===== src/rtl/receiver_pkg.sv =====
// ---------------------------------------------------------------------------
// receiver_pkg
// Shared constants and types for the receiver frame synchroniser.
//   BYTE_W                  : width of a payload / length byte
//   SYNC_W                  : width of the frame marker
//   DEF_SAMPLES_PER_SYMBOL  : default clocks per transmitted bit
//   DEF_SLICE_THRESHOLD     : default slicer decision level
//   DEF_SYNC_WORD           : default frame marker, searched MSB-first
//   rx_state_t              : framing state machine encoding
// ---------------------------------------------------------------------------
package receiver_pkg;

   localparam int BYTE_W = 8;
   localparam int SYNC_W = 16;

   localparam int              DEF_SAMPLES_PER_SYMBOL = 8;
   localparam logic [7:0]      DEF_SLICE_THRESHOLD    = 8'h80;
   localparam logic [SYNC_W-1:0] DEF_SYNC_WORD        = 16'hA5C3;

   typedef enum logic [1:0] {
      ST_IDLE,
      ST_HUNT,
      ST_LEN,
      ST_PAYLOAD
   } rx_state_t;

endpackage


===== src/rtl/receiver_frame_sync_if.sv =====
// ---------------------------------------------------------------------------
// receiver_frame_sync_if
// Valid/ready byte stream leaving the frame synchroniser.
//   rx_data  : received payload byte
//   rx_valid : rx_data holds a byte not yet taken
//   rx_ready : consumer takes the byte when rx_valid && rx_ready
//   rx_last  : rx_data is the final payload byte of its frame
// master = byte producer (the receiver), slave = byte consumer.
// ---------------------------------------------------------------------------
interface receiver_frame_sync_if import receiver_pkg::*; ();

   logic [BYTE_W-1:0] rx_data;
   logic              rx_valid;
   logic              rx_ready;
   logic              rx_last;

   modport master (
      output rx_data,
      output rx_valid,
      output rx_last,
      input  rx_ready
   );

   modport slave (
      input  rx_data,
      input  rx_valid,
      input  rx_last,
      output rx_ready
   );

endinterface


===== src/rtl/receiver_symbol_timing.sv =====
// ---------------------------------------------------------------------------
// receiver_symbol_timing
// Slices the ADC sample stream to bits and recovers the symbol timing.
//   clock      : rising-edge clock, one ADC sample per cycle
//   resetN     : synchronous active-low reset
//   sample     : unsigned ADC sample
//   strobe     : high for one cycle in the middle of each symbol
//   symbol_bit : decided bit, valid when strobe is high
// SAMPLES_PER_SYMBOL is expected to be even and within 4..64.
// ---------------------------------------------------------------------------
module receiver_symbol_timing import receiver_pkg::*; #(
   parameter int         SAMPLES_PER_SYMBOL = DEF_SAMPLES_PER_SYMBOL,
   parameter logic [7:0] SLICE_THRESHOLD    = DEF_SLICE_THRESHOLD
) (
   input  logic              clock,
   input  logic              resetN,
   input  logic [BYTE_W-1:0] sample,
   output logic              strobe,
   output logic              symbol_bit
);

   localparam int               CNT_W    = $clog2(SAMPLES_PER_SYMBOL);
   localparam logic [CNT_W-1:0] CNT_LAST = CNT_W'(SAMPLES_PER_SYMBOL - 1);
   localparam logic [CNT_W-1:0] CNT_MID  = CNT_W'(SAMPLES_PER_SYMBOL / 2);

   logic             slice_now;
   logic             sliced;
   logic [CNT_W-1:0] phase;

   assign slice_now = (sample >= SLICE_THRESHOLD);

   // The sliced bit is registered once. The phase counter is zeroed in the
   // same cycle a new sliced level first appears, so phase 0 always marks the
   // first sample of a symbol after an edge; between edges it free-runs with
   // the symbol period so long runs of equal bits keep their alignment.
   always_ff @(posedge clock) begin
      if (!resetN) begin
         sliced <= 1'b0;
         phase  <= '0;
      end else begin
         sliced <= slice_now;
         if (slice_now != sliced) begin
            phase <= '0;
         end else if (phase == CNT_LAST) begin
            phase <= '0;
         end else begin
            phase <= phase + 1'b1;
         end
      end
   end

   // Deciding at the half-symbol point keeps the sample furthest from both
   // edges of the bit.
   assign strobe     = (phase == CNT_MID);
   assign symbol_bit = sliced;

endmodule


===== src/rtl/receiver_frame_sync.sv =====
// ---------------------------------------------------------------------------
// receiver_frame_sync
// Finds SYNC_WORD in the sliced bit stream, reads a length byte, then
// delivers that many payload bytes on a valid/ready byte interface.
//   clock             : rising-edge clock
//   resetN            : synchronous active-low reset
//   receiver_sync_in  : enable; low forces the framer to IDLE
//   receiver_ad       : ADC sample of the sender output, one per clock
//   rx                : byte stream (master side)
//   receiver_sync_out : high while locked to a frame (LEN, PAYLOAD)
//   rx_overflow       : one-cycle pulse when a completed byte is dropped
// ---------------------------------------------------------------------------
module receiver_frame_sync import receiver_pkg::*; #(
   parameter int                SAMPLES_PER_SYMBOL = DEF_SAMPLES_PER_SYMBOL,
   parameter logic [7:0]        SLICE_THRESHOLD    = DEF_SLICE_THRESHOLD,
   parameter logic [SYNC_W-1:0] SYNC_WORD          = DEF_SYNC_WORD
) (
   input  logic                        clock,
   input  logic                        resetN,
   input  logic                        receiver_sync_in,
   input  logic [BYTE_W-1:0]           receiver_ad,
   receiver_frame_sync_if.master       rx,
   output logic                        receiver_sync_out,
   output logic                        rx_overflow
);

   localparam logic [2:0] LAST_BIT = 3'(BYTE_W - 1);

   logic              strobe;
   logic              symbol_bit;
   rx_state_t         state;
   logic [SYNC_W-1:0] hunt_reg;
   logic [BYTE_W-1:0] shift_byte;
   logic [2:0]        bit_cnt;
   logic [BYTE_W-1:0] remaining;
   logic [SYNC_W-1:0] next_hunt;
   logic [BYTE_W-1:0] next_byte;
   logic              byte_done;
   logic              out_free;

   receiver_symbol_timing #(
      .SAMPLES_PER_SYMBOL (SAMPLES_PER_SYMBOL),
      .SLICE_THRESHOLD    (SLICE_THRESHOLD)
   ) u_timing (
      .clock      (clock),
      .resetN     (resetN),
      .sample     (receiver_ad),
      .strobe     (strobe),
      .symbol_bit (symbol_bit)
   );

   // Values the shift registers take if this cycle's strobe is accepted.
   assign next_hunt = {hunt_reg[SYNC_W-2:0], symbol_bit};
   assign next_byte = {shift_byte[BYTE_W-2:0], symbol_bit};
   assign byte_done = strobe && (bit_cnt == LAST_BIT);

   // The output slot can take a new byte if empty or being drained this cycle.
   assign out_free  = !rx.rx_valid || rx.rx_ready;

   // Framing state machine and output register. Every output is registered
   // here, so a byte completing on a strobe shows up on rx_data the cycle
   // after that strobe. A completed byte that finds the slot still occupied
   // is dropped and flagged, but the frame keeps counting so the framer
   // stays aligned with the sender. Dropping the enable behaves like a soft
   // reset of the framer that leaves rx_data/rx_last as they were.
   always_ff @(posedge clock) begin
      if (!resetN) begin
         state             <= ST_IDLE;
         hunt_reg          <= '0;
         shift_byte        <= '0;
         bit_cnt           <= '0;
         remaining         <= '0;
         rx.rx_data        <= '0;
         rx.rx_valid       <= 1'b0;
         rx.rx_last        <= 1'b0;
         receiver_sync_out <= 1'b0;
         rx_overflow       <= 1'b0;
      end else if (!receiver_sync_in) begin
         state             <= ST_IDLE;
         hunt_reg          <= '0;
         shift_byte        <= '0;
         bit_cnt           <= '0;
         remaining         <= '0;
         rx.rx_valid       <= 1'b0;
         receiver_sync_out <= 1'b0;
         rx_overflow       <= 1'b0;
      end else begin
         rx_overflow <= 1'b0;
         if (rx.rx_valid && rx.rx_ready) begin
            rx.rx_valid <= 1'b0;
         end

         case (state)
            ST_IDLE: begin
               state             <= ST_HUNT;
               hunt_reg          <= '0;
               receiver_sync_out <= 1'b0;
            end

            ST_HUNT: begin
               if (strobe) begin
                  hunt_reg <= next_hunt;
                  if (next_hunt == SYNC_WORD) begin
                     state             <= ST_LEN;
                     bit_cnt           <= '0;
                     receiver_sync_out <= 1'b1;
                  end
               end
            end

            ST_LEN: begin
               if (strobe) begin
                  shift_byte <= next_byte;
                  bit_cnt    <= bit_cnt + 3'd1;
                  if (byte_done) begin
                     if (next_byte == '0) begin
                        state             <= ST_HUNT;
                        hunt_reg          <= '0;
                        receiver_sync_out <= 1'b0;
                     end else begin
                        state     <= ST_PAYLOAD;
                        remaining <= next_byte;
                     end
                  end
               end
            end

            ST_PAYLOAD: begin
               if (strobe) begin
                  shift_byte <= next_byte;
                  bit_cnt    <= bit_cnt + 3'd1;
                  if (byte_done) begin
                     // remaining is never 0 while in PAYLOAD, so the
                     // decrement cannot wrap.
                     remaining <= remaining - 8'd1;
                     if (out_free) begin
                        rx.rx_data  <= next_byte;
                        rx.rx_last  <= (remaining == 8'd1);
                        rx.rx_valid <= 1'b1;
                     end else begin
                        rx_overflow <= 1'b1;
                     end
                     if (remaining == 8'd1) begin
                        state             <= ST_HUNT;
                        hunt_reg          <= '0;
                        receiver_sync_out <= 1'b0;
                     end
                  end
               end
            end

            default: begin
               state             <= ST_IDLE;
               receiver_sync_out <= 1'b0;
            end
         endcase
      end
   end

endmodule


===== src/flat_wrapper.sv =====
// flat-port wrapper written by rule: the top's interface ports become plain ports
module receiver_frame_sync_flat import receiver_pkg::*;
#(
   parameter int                SAMPLES_PER_SYMBOL = DEF_SAMPLES_PER_SYMBOL,
   parameter logic [7:0]        SLICE_THRESHOLD    = DEF_SLICE_THRESHOLD,
   parameter logic [SYNC_W-1:0] SYNC_WORD          = DEF_SYNC_WORD
)
  (clock, resetN, receiver_sync_in, receiver_ad, receiver_sync_out, rx_overflow, rx_rx_data, rx_rx_valid, rx_rx_last, rx_rx_ready);
  receiver_frame_sync_if rx_i ();
  input  logic clock;
  input  logic resetN;
  input  logic receiver_sync_in;
  input  logic [BYTE_W-1:0] receiver_ad;
  output logic receiver_sync_out;
  output logic rx_overflow;
  output wire logic [$bits(rx_i.rx_data)-1:0] rx_rx_data;
  output wire logic [$bits(rx_i.rx_valid)-1:0] rx_rx_valid;
  output wire logic [$bits(rx_i.rx_last)-1:0] rx_rx_last;
  input wire logic [$bits(rx_i.rx_ready)-1:0] rx_rx_ready;
  assign rx_rx_data = rx_i.rx_data;
  assign rx_rx_valid = rx_i.rx_valid;
  assign rx_rx_last = rx_i.rx_last;
  assign rx_i.rx_ready = rx_rx_ready;
  receiver_frame_sync #(.SAMPLES_PER_SYMBOL(SAMPLES_PER_SYMBOL), .SLICE_THRESHOLD(SLICE_THRESHOLD), .SYNC_WORD(SYNC_WORD)) u_core (.clock(clock), .resetN(resetN), .receiver_sync_in(receiver_sync_in), .receiver_ad(receiver_ad), .rx(rx_i), .receiver_sync_out(receiver_sync_out), .rx_overflow(rx_overflow));
endmodule

===== config.mk =====
export PLATFORM = sky130hd
export DESIGN_NAME = receiver_frame_sync_flat
export DESIGN_NICKNAME = d
export VERILOG_FILES = /design/src/rtl/receiver_pkg.sv /design/src/rtl/receiver_frame_sync_if.sv /design/src/rtl/receiver_symbol_timing.sv /design/src/rtl/receiver_frame_sync.sv /design/src/flat_wrapper.sv
export SDC_FILE = /design/constraint.sdc
export NUM_CORES = 1
export LEC_CHECK = 0
export ABC_CLOCK_PERIOD_IN_PS = 3800
export CAP_MARGIN = 10
export CORE_MARGIN = 1.5
export CORE_UTILIZATION = 60
export DETAILED_ROUTE_END_ITERATION = 12
export PLACE_DENSITY_LB_ADDON = 0.15
export SLEW_MARGIN = 20
export SYNTH_ARGS = -nofsm -noshare
export SYNTH_HDL_FRONTEND = slang
export SYNTH_HIERARCHICAL = 1
export SYNTH_SLANG_ARGS = --single-unit

===== constraint.sdc =====
create_clock -name clock -period 3.8 [get_ports clock]
set_input_delay 0.57 -clock clock [delete_from_list [all_inputs] [get_ports clock]]
set_output_delay 0.57 -clock clock [all_outputs]
set_load 0.01 [all_outputs]

==> key figures, run 1 <==
Synthesis
  • Total number of yosys warnings: 6
  • Proportion of synthesized chip area in sequential cells: 0.4302
  • Predominant post-synthesis flop cell: sky130_fd_sc_hd__dfxtp_1
  • Library cells used by synthesis: 48
  • Net Count, Synth: 301
  • Cell types with the largest area share after synthesis: sky130_fd_sc_hd__dfxtp_1 43%, sky130_fd_sc_hd__ha_1 5.8%, sky130_fd_sc_hd__nand2_1 5.4%
  • Ys async rst share: 0
  • Share of the synthesized area in the top cell type: 0.4302
  • Most area-hungry cell type in the Yosys netlist: sky130_fd_sc_hd__dfxtp_1
  • Synthesized instance count: 278
  • EDFF count, synth: 0
  • Synth Register Bits: 51
  • Syn avg cell area: 8.538 µm²
  • Area of the mapped netlist: 2374 µm²

Finish
  • Number of filler instances in the final layout: 307
  • Largest register FFs: 15
  • Area Overhead vs Synth: 11.28%
  • Number of antenna repair diodes: 0
  • Share of final-layout standard cells stronger than drive strength 1: 0.05862
  • Net count, final: 313

Routing
  • Total detailed-routing wirelength: 4527 µm
  • Count of vias placed by the detailed router: 1911
  • Violation count after the first detailed-routing iteration: 162
  • Wire length per cell: 13.39 µm
  • DRC violations left: 0
  • Number of nets still failing antenna checks after routing: 0
  • Number of iterations in the first detailed-routing pass: 4
  • DR vias/cell: 5.654

Floorplan
  • IO Pins: 24
  • Row Count: 22
  • DIE WIDTH: 65.90 µm
  • Initial core utilization: 0.6387
  • Floorplan core area: 3716 µm²
  • Floorplan die area: 4342 µm²
  • Die Y: 65.90 µm

Worst setup path
  • Startpoint type of the worst setup path: register
  • Biggest cell delay along the critical path: 0.90 ns
  • CP Cell Sequence: ha_1 -> nor2_1 -> a311oi_1 -> o21ai_0 -> a21oi_1
  • Type of the worst setup path: register to register
  • Critical path required time: 4.03 ns
  • Data arrival time of the worst path: 3.04 ns
  • Kind of end point of the critical path: register
  • Slowest cell on crit path: sky130_fd_sc_hd__a311oi_1
  • Worst Path Max Fanout: 27

Timing
  • Unrepaired setup endpoints after global routing: no
  • Max-Slew Margin vs Limit: 0.2997
  • Skew final: 0.004365 ns
  • Time the worst path needs with I/O delays and setup: 2.813 ns
  • Final Max Tran Viols: 0
  • Setup violations, final: 0
  • Worst hold slack: 0.4647 ns
  • Slew at the pin closest to its max-slew limit: 1.043 ns
  • Final clock period utilization by the worst path: 0.7402
  • Timing-limited maximum frequency: 0.3555 GHz
  • Final Hold Vio Count: 0
  • Setup TNS: 0 ns

CTS
  • Clock buffer depth: 2
  • Clock root cell: sky130_fd_sc_hd__clkbuf_8
  • CTS tree: done
  • Number of gates resized after cts: 0
  • Cts-stage hold buffer count: 0
  • Clock tree sinks: 51
  • Clock insertion delay at the later pin of the skew report: 0.29 ns
  • Number of buffers created by CTS: 5
  • Clock transition at the register clock pins on the worst setup and hold paths after CTS: 0.09 ns
  • Post-CTS setup repair buffer count: 0
  • Number of levels the H-tree was split into: 2

Pwr
  • Cell Pwr Density: 337.7 nW/µm²
  • Static Leak: 0.0009691 µW
  • Clock power frac: 0.345
  • Internal power summed over all cells: 696.6 µW
  • Maximum VDD drop: 0.2243 mV
  • Share of total power in sequential cells: 0.606
  • Combinational Power Share: 0.049
  • Switch share: 0.2190
  • Switching component of the power: 195.3 µW

Min path
  • Classification of the worst-slack hold path: register to register

Place
  • Final weighted congestion in routability-driven placement: 0.9010
  • Quantity of I/O buffers inserted on ports: 16
  • DP HPWL: 3055 µm

GRT
  • GRT Total Usage: 0.2309
  • Vias in the first global route: 1732
  • Sum of overflow across all layers after global routing: 0
  • Initial antenna violation count: 0
  • Maximum number of pins on one net before global-route repair: 31
  • Wire length of the first global-routing pass: 7845 µm

Job
  • Number of max-capacitance violations reported: 0

Outcome
  • Run status: complete, no violations
final timing paths:
kind,end,cells past startpoint,slack (ns),start
worst max-delay path,u_core/remaining[5],5,0.99,u_core/state[0]
worst min-delay path,u_core/hunt_reg[14],2,0.46,u_core/hunt_reg[14]
worst max register to register,u_core/remaining[5],5,0.99,u_core/state[0]
worst min register to register,u_core/hunt_reg[14],2,0.46,u_core/hunt_reg[14]
power groups by stage:
| stage | Sequential [µW] | Clock (µW) | Combinational [µW] |
|---|---|---|---|
| 5_1_grt | 542 | 338 | 48.6 |
| 3_5_place_dp | 553 | 0 | 43.3 |
| 2_1_floorplan | 552 | 0 | 31.8 |
| 3_3_place_gp | 553 | 0 | 41.7 |
| 4_1_cts | 541 | 315 | 43.4 |
| 6_report | 541 | 308 | 43.3 |
cells by family (layout without fill, tap and decap cells):
| family | Yosys count | in the layout | share of synthesized area |
|---|---|---|---|
| buffers and inverters | 25 | 37 | 0.04375 |
| adders and majority gates | 11 | 11 | 0.05799 |
| xor gates and xnor gates | 1 | 1 | 0.003691 |
| and+or+nand+nor | 117 | 117 | 0.2546 |
| DFF | 51 | 51 | 0.4302 |
| muxes | 11 | 11 | 0.04639 |
| AOI/OAI and AO/OA | 62 | 62 | 0.1634 |
routing by layer:
layer | GRT usage | part of all wire
met1 | 0.3301 | 0.52
met2 | 0.3573 | 0.44
met3 | 0.03578 | 0.036
met4 | 0.07031 | 0.0057
met5 | 0 | 0
cells in the mapped netlist, drive strengths merged, types with 3 or more instances:
cell and instances:
a21oi 16, dfxtp 51, nand3 20, nand2 34, nor2 23, nor3 4
o31ai 3, and2 4, buf 4, ha 11, o22ai 3, a21boi 3
nor2b 11, mux2i 11, nor4 3, o21ai 24, inv 11, nor3b 3
clkbuf 10
layout by cell type, fill, tap and decap left out, drive strengths merged, types with 4 or more instances in the layout:
master          n
nor3            4
inv            11
nand2          34
a21oi          16
clkbuf          6
nor2b          11
mux2i          11
and2            4
nor2           23
o21ai          24
dfxtp          51
clkdlybuf4s50  16
ha             11
nand3          20
worst max-delay path: cells and delay by family (launching register included):
| kind | cells | cell delay (ns) |
|---|---|---|
| DFF | 1 | 0.43 |
| AOI/OAI and AO/OA | 3 | 1.33 |
| and+or+nand+nor | 1 | 0.23 |
| adders and majority gates | 1 | 0.76 |
final cells by class:
| type | instances | area, µm² | area share |
|---|---|---|---|
| multi-input combinational | 202 | 1249 | 0.4728 |
| sequential | 51 | 1021 | 0.3865 |
| timing repair buffer | 19 | 182.7 | 0.06916 |
| clock buffer | 6 | 82.58 | 0.03126 |
| tap | 48 | 60.06 | 0.02274 |
| inverter | 11 | 41.29 | 0.01563 |
| clock inverter | 1 | 5.005 | 0.001895 |
per-stage QoR:
step	instance area (µm²)	setup slack (ns)	util	power, µW	std cells
after floorplan	2374	1.819	-	584.0	278
after global placement	2554	0.9758	0.6872	594.9	331
after detailed placement	2554	0.9165	0.6872	596.8	331
after CTS	2641	1.065	0.7108	899.4	338
after global routing	2641	0.8236	0.7108	928.5	338
final	2641	0.9874	0.7108	891.9	338
Note: power is estimated with default switching activity, not from simulation.
==> inputs of run 2 (changes only) <==
ABC_CLOCK_PERIOD_IN_PS = 2500   (was 3800)
CORE_UTILIZATION = 50   (was 60)
clock period = 2.5 ns   (was 3.8 ns; I/O delays follow)
==> run 2 against run 1 <==
- total power is 53% higher
- register-to-register slack got worse by 0.70 ns
- count of clock-buffer cells in the layout stayed put
- non-clock buffer count rose by 5
- routed wire length grew 4.0%
- combinational power rose by 57%
- global-route usage is 2.7 points lower
- sequential cell count unchanged
- clock skew about the same
- setup slack got worse by 0.70 ns
- sequential share of layout area is 0.63 points lower
- critical path type unchanged
- critical endpoint is now u_core/bit_cnt[0]
==> key figures, run 2 (synthesized netlist as in run 1, its figures left out) <==
Floorplan
  • DIE WIDTH: 71.90 µm (was 65.90 µm)
  • IO Pins: 24 (unchanged)
  • Floorplan core area: 4474 µm² (was 3716 µm²)
  • Row Count: 24 (was 22)
  • Floorplan die area: 5170 µm² (was 4342 µm²)
  • Die Y: 71.90 µm (was 65.90 µm)
  • Initial core utilization: 0.5305 (was 0.6387)

Worst setup path
  • Type of the worst setup path: register to register (unchanged)
  • Kind of end point of the critical path: register (unchanged)
  • Critical path required time: 2.74 ns (was 4.03 ns)
  • Source of the worst register-to-register timing path: u_core/u_timing/phase[0] (was u_core/state[0])
  • Data arrival time of the worst path: 2.45 ns (was 3.04 ns)
  • Worst setup path start: u_core/u_timing/phase[0] (was u_core/state[0])
  • Worst Path Max Fanout: 8 (was 27)
  • Startpoint type of the worst setup path: register (unchanged)
  • Register-to-register path setup slack: 0.29 ns (was 0.99 ns)

Finish
  • Net count, final: 318 (was 313)
  • Commonest cells after routing, fill and taps aside: 51 x sky130_fd_sc_hd__dfxtp_1, 34 x sky130_fd_sc_hd__nand2_1, 23 x sky130_fd_sc_hd__nor2_1, 23 x sky130_fd_sc_hd__o21ai_0, 20 x sky130_fd_sc_hd__nand3_1 (unchanged)
  • Area Overhead vs Synth: 13.13% (was 11.28%)
  • Filler-free cell count of the finished design: 348 (was 338)
  • Largest register FFs: 15 (unchanged)
  • Core occupancy in the finished layout: 0.6001 (was 0.7108)
  • Commonest non-fill, non-tap cell in the layout: sky130_fd_sc_hd__dfxtp_1 (unchanged)
  • Number of antenna repair diodes: 0 (unchanged)
  • Share of final-layout standard cells stronger than drive strength 1: 0.07432 (was 0.05862)

Timing
  • Unrepaired setup endpoints after global routing: no (unchanged)
  • Max-Slew Margin vs Limit: 0.5625 (was 0.2997)
  • Setup TNS: 0 ns (unchanged)
  • Timing-limited maximum frequency: 0.4519 GHz (was 0.3555 GHz)
  • Time the worst path needs with I/O delays and setup: 2.213 ns (was 2.813 ns)
  • Skew final: 0.004093 ns (was 0.004365 ns)
  • Setup violations, final: 0 (unchanged)
  • Final worst slack: 0.2872 ns (was 0.9874 ns)
  • Final clock period utilization by the worst path: 0.8851 (was 0.7402)
  • Final Hold Vio Count: 0 (unchanged)
  • Final Max Tran Viols: 0 (unchanged)
  • Slew at the pin closest to its max-slew limit: 0.6544 ns (was 1.043 ns)

GRT
  • GRT busiest layer: met1 (was met2)
  • GRT met2 Usage: 0.2850 (was 0.3573)
  • Sum of overflow across all layers after global routing: 0 (unchanged)
  • GRT Total Usage: 0.2042 (was 0.2309)
  • Vias in the first global route: 1765 (was 1732)
  • Met1 track utilization from global routing: 0.3097 (was 0.3301)
  • Global-route track usage on met3: 0.04306 (was 0.03578)
  • Initial antenna violation count: 0 (unchanged)
  • Wire length of the first global-routing pass: 8335 µm (was 7845 µm)
  • Maximum number of pins on one net before global-route repair: 31 (unchanged)

Routing
  • Number of iterations in the first detailed-routing pass: 4 (unchanged)
  • Total detailed-routing wirelength: 4709 µm (was 4527 µm)
  • Count of vias placed by the detailed router: 1929 (was 1911)
  • DR vias/cell: 5.543 (was 5.654)
  • Wire length per cell: 13.53 µm (was 13.39 µm)
  • DRC violations left: 0 (unchanged)
  • Violation count after the first detailed-routing iteration: 202 (was 162)
  • Number of nets still failing antenna checks after routing: 0 (unchanged)

CTS
  • Cts-stage hold buffer count: 0 (unchanged)
  • Clock buffer depth: 2 (unchanged)
  • Clock insertion delay at the later pin of the skew report: 0.30 ns (was 0.29 ns)
  • Number of gates resized after cts: 0 (unchanged)
  • Number of levels the H-tree was split into: 2 (unchanged)
  • Clock tree sinks: 51 (unchanged)
  • Clock root cell: sky130_fd_sc_hd__clkbuf_8 (unchanged)
  • CTS tree: done (unchanged)
  • Clock transition at the register clock pins on the worst setup and hold paths after CTS: 0.09 ns (about the same)
  • Post-CTS setup repair buffer count: 0 (unchanged)
  • Number of buffers created by CTS: 5 (unchanged)

Place
  • Final weighted congestion in routability-driven placement: 0.7986 (was 0.9010)
  • Quantity of I/O buffers inserted on ports: 16 (unchanged)
  • Minimum setup slack after placement: 0.3432 ns (was 0.9165 ns)
  • DP HPWL: 3263 µm (was 3055 µm)
  • Inst Count DP: 340 (was 331)

Pwr
  • Maximum VDD drop: 0.4012 mV (was 0.2243 mV)
  • Overall power: 1365 µW (was 891.9 µW)
  • Static Leak: 0.0009891 µW (was 0.0009691 µW)
  • Cell Pwr Density: 508.3 nW/µm² (was 337.7 nW/µm²)

Job
  • Number of max-capacitance violations reported: 0 (unchanged)

Outcome
  • Run status: complete, no violations (unchanged)

Min path
  • Classification of the worst-slack hold path: register to register (unchanged)
  • Min-Delay Startpoint: u_core/bit_cnt[1] (was u_core/hunt_reg[14])
[run 2: cell count changes in the layout (fill, tap and decap cells not counted)]
cell	change
sky130_fd_sc_hd__clkbuf_8	-1
sky130_fd_sc_hd__clkinvlp_4	+1
sky130_fd_sc_hd__inv_6	+1
sky130_fd_sc_hd__clkbuf_1	+1
sky130_fd_sc_hd__buf_4	+5
sky130_fd_sc_hd__clkinv_2	-1
[run 2: routing by layer]
layer,vias to the layer above,share of wire
met5,-,0
met4,0,0.015
met3,7,0.042
met2,36,0.41
met1,880,0.53
li1,1006,-
[run 2: cell type report]
cell class	instances	area (µm²)
fillers	393	1789
multi-input cells	202	1249
well taps	52	65.06
clock inverters	2	16.27
clock buffers	6	72.57
inverters	11	41.29
repair buffers	24	220.2
flip-flops and latches	51	1021
[run 2: worst paths after layout]
| check | cells after the start | endpoint |
|---|---|---|
| hold / removal | 2 | u_core/bit_cnt[1] |
| hold reg to reg | 2 | u_core/bit_cnt[1] |
| setup reg to reg | 8 | u_core/bit_cnt[0] |
| setup / recovery | 8 | u_core/bit_cnt[0] |
[run 2: critical path, cell delays in order (launching register included)]
cell and delay, ns:
sky130_fd_sc_hd__dfxtp_1 0.35, sky130_fd_sc_hd__inv_1 0.06, sky130_fd_sc_hd__ha_1 0.13, sky130_fd_sc_hd__and2_1 0.29, sky130_fd_sc_hd__nand2_1 0.09, sky130_fd_sc_hd__nor4_1 0.32
sky130_fd_sc_hd__a31oi_1 0.27, sky130_fd_sc_hd__or4_1 0.51, sky130_fd_sc_hd__a21oi_1 0.12
[run 2: through the flow]
| stage | cell area (µm²) | hold slack (ns) |
|---|---|---|
| after global routing | 2685 | 0.5042 |
| after detailed placement | 2596 | 0.4585 |
| after CTS | 2685 | 0.4744 |
| after floorplan | 2374 | 0.4293 |
| after global placement | 2596 | 0.4503 |
| final | 2685 | 0.4735 |
[run 2: report_power, final]
group	switching, µW	internal (µW)
registers	5.90	816
logic	41.5	26.4
clock network	273	201
total	321	1040
==> patch: new RTL, flow settings as in run 2 <==
Make the reset (`resetN`) asynchronous in 2 clocked blocks. Comments in the files are not updated.
--- a/src/rtl/receiver_symbol_timing.sv
+++ b/src/rtl/receiver_symbol_timing.sv
@@ -35,3 +35,3 @@
    // the symbol period so long runs of equal bits keep their alignment.
-   always_ff @(posedge clock) begin
+   always_ff @(posedge clock or negedge resetN) begin
       if (!resetN) begin
--- a/src/rtl/receiver_frame_sync.sv
+++ b/src/rtl/receiver_frame_sync.sv
@@ -65,3 +65,3 @@
    // reset of the framer that leaves rx_data/rx_last as they were.
-   always_ff @(posedge clock) begin
+   always_ff @(posedge clock or negedge resetN) begin
       if (!resetN) begin
Function: no difference found for any inputs over 10 cycles, from zero or initial values and one cycle with resetN low; that may be too few to reach the edited logic, so the function may still have changed.
==> patch against run 2 <==
Sequential cell count unchanged; wire length increased by 12%; sequential share of layout area increased by 3.5 points; final cell count increased by 0.29%; area after synthesis increased by 15%; global-route usage decreased by 0.81 points; setup slack improved by 0.057 ns; final area increased by 14%; die area increased by 14%.
Power is not compared: it rests on default switching activity, and its combinational part moved more than twofold at a synthesized area within 25%.
==> patch: results (changes against run 2) <==
Run status
  – Status: finished, final reports clean (unchanged)

STA
  – Slew @ Worst Pin: 0.534 ns (was 0.654 ns)
  – Layout Skew: 0.00687 ns (was 0.00409 ns)

Synthesis
  – Syn nets: 280 (was 301)
  – Ys async rst share: 100% (was 0%)
  – Synth cell count leaders: dfrtp_1 (51), nand2_1 (39), mux2i_1 (24), nor2_1 (12), ha_1 (10) (was dfxtp_1 (51), nand2_1 (34), nor2_1 (23), o21ai_0 (23), nand3_1 (20))
  – Yosys cell types: 58 (was 48)
  – Sequential area share after synthesis: 46.7% (was 43.0%)
  – Dominant cells by area after synthesis: dfrtp_1 (47%), mux2i_1 (8.8%), nand2_1 (5.4%) (was dfxtp_1 (43%), ha_1 (5.8%), nand2_1 (5.4%))

Placed design
  – GPL Wtd Cong: 0.827 (was 0.799)
  – DP HPWL: 3630 um (was 3260 um)

Global route
  – Vias in the first global route: 1901 (was 1765)
  – Total GRT Usage: 19.6% (was 20.4%)

Critical path
  – Slowest-stage cell, CP: or3_1 (was or4_1)
  – Worst Setup SP: u_core/u_timing/phase[0] (unchanged)
  – CP peak stage delay: 0.42 ns (was 0.51 ns)
  – Crit Path Max Fanout: 15 (was 8)
  – R2r setup slk: 0.34 ns (was 0.29 ns)
  – Worst Setup End Kind: flop (unchanged)
  – Worst reg2reg endpoint: u_core/hunt_reg[14] (was u_core/bit_cnt[0])

CTS
  – CTS Buf Count: 5 (unchanged)
  – CTS-repair resized insts: 0 (unchanged)

Finish
  – Non-clock buffer share of cell area: 7.90% (was 8.20%)
  – Final #Nets: 300 (was 318)
  – Signal inverters: 10 (was 11)
  – ClkCell Share: 3.83% (was 3.31%)
  – Seq/total area: 41.5% (was 38.0%)
  – Max reg flops: 15 (unchanged)
  – Clk_buf instances: 6 (unchanged)
  – Comb_multi_in: 184 (was 202)
  – Fraction of layout cells with a size suffix above 1: 14.7% (was 7.43%)
  – Non-CTS buffers: 26 (was 24)

Route
  – Initial DRC count: 189 (was 202)
  – Via count: 1983 (was 1929)
  – Drt wl/cell: 15.1 um (was 13.5 um)
  – DRT Pass-1 Iters: 4 (unchanged)

Hold path
  – Worst hold path class: in2async (was reg2reg)
patch: worst min-delay path by stage:
stage / start / to / slack, ns / cells past startpoint
floorplan: resetN / u_core/bit_cnt[0] / 0.08 / 0
global placement: resetN / u_core/hunt_reg[10] / 0.39 / 1
detailed placement: resetN / u_core/hunt_reg[10] / 0.39 / 1
CTS: resetN / u_core/hunt_reg[10] / 0.05 / 1
global route: resetN / u_core/remaining[2] / 0.07 / 1
finish: resetN / u_core/hunt_reg[10] / 0.04 / 1
patch: routing by layer:
metal	wire length, um	global-route usage, %	vias up	part of all wire (%)
met5	0	0	-	0
li1	-	-	970	-
met1	2720	28.5	976	52
met2	2300	29.3	30	44
met3	172	3.10	7	3.3
met4	80	7.78	0	1.5
patch: logic make-up after synthesis:
logic type      count (synthesis)  share of synthesized area [%]
flops                          51                           46.7
buf+inv                        23                           5.18
simple gates                   98                           19.8
fa+ha+maj                      10                           4.58
compound gates                 43                           11.3
mux                            32                           12.1
xor+xnor                        1                          0.321
patch: power by group through the flow:
stage	Sequential [W]	Clock, W	Combinational [W]
4_1_cts	0.000868	0.000617	0.000296
3_3_place_gp	0.000884	0	0.000292
6_report	0.000867	0.000598	0.000296
2_1_floorplan	0.000879	0	0.000264
5_1_grt	0.000872	0.000641	0.000327
3_5_place_dp	0.000884	0	0.000297
patch: stage by stage:
step                total power, W  setup slack (ns)  std cells  instance area, sq um  utilization, %
CTS                        0.00178             0.342        349                  3070            59.4
global route               0.00184             0.208        349                  3070            59.4
global placement           0.00118             0.408        341                  2960            57.2
detailed placement         0.00118             0.362        341                  2960            57.2
finish                     0.00176             0.344        349                  3070            59.4
floorplan                  0.00114             0.582        258                  2730               -
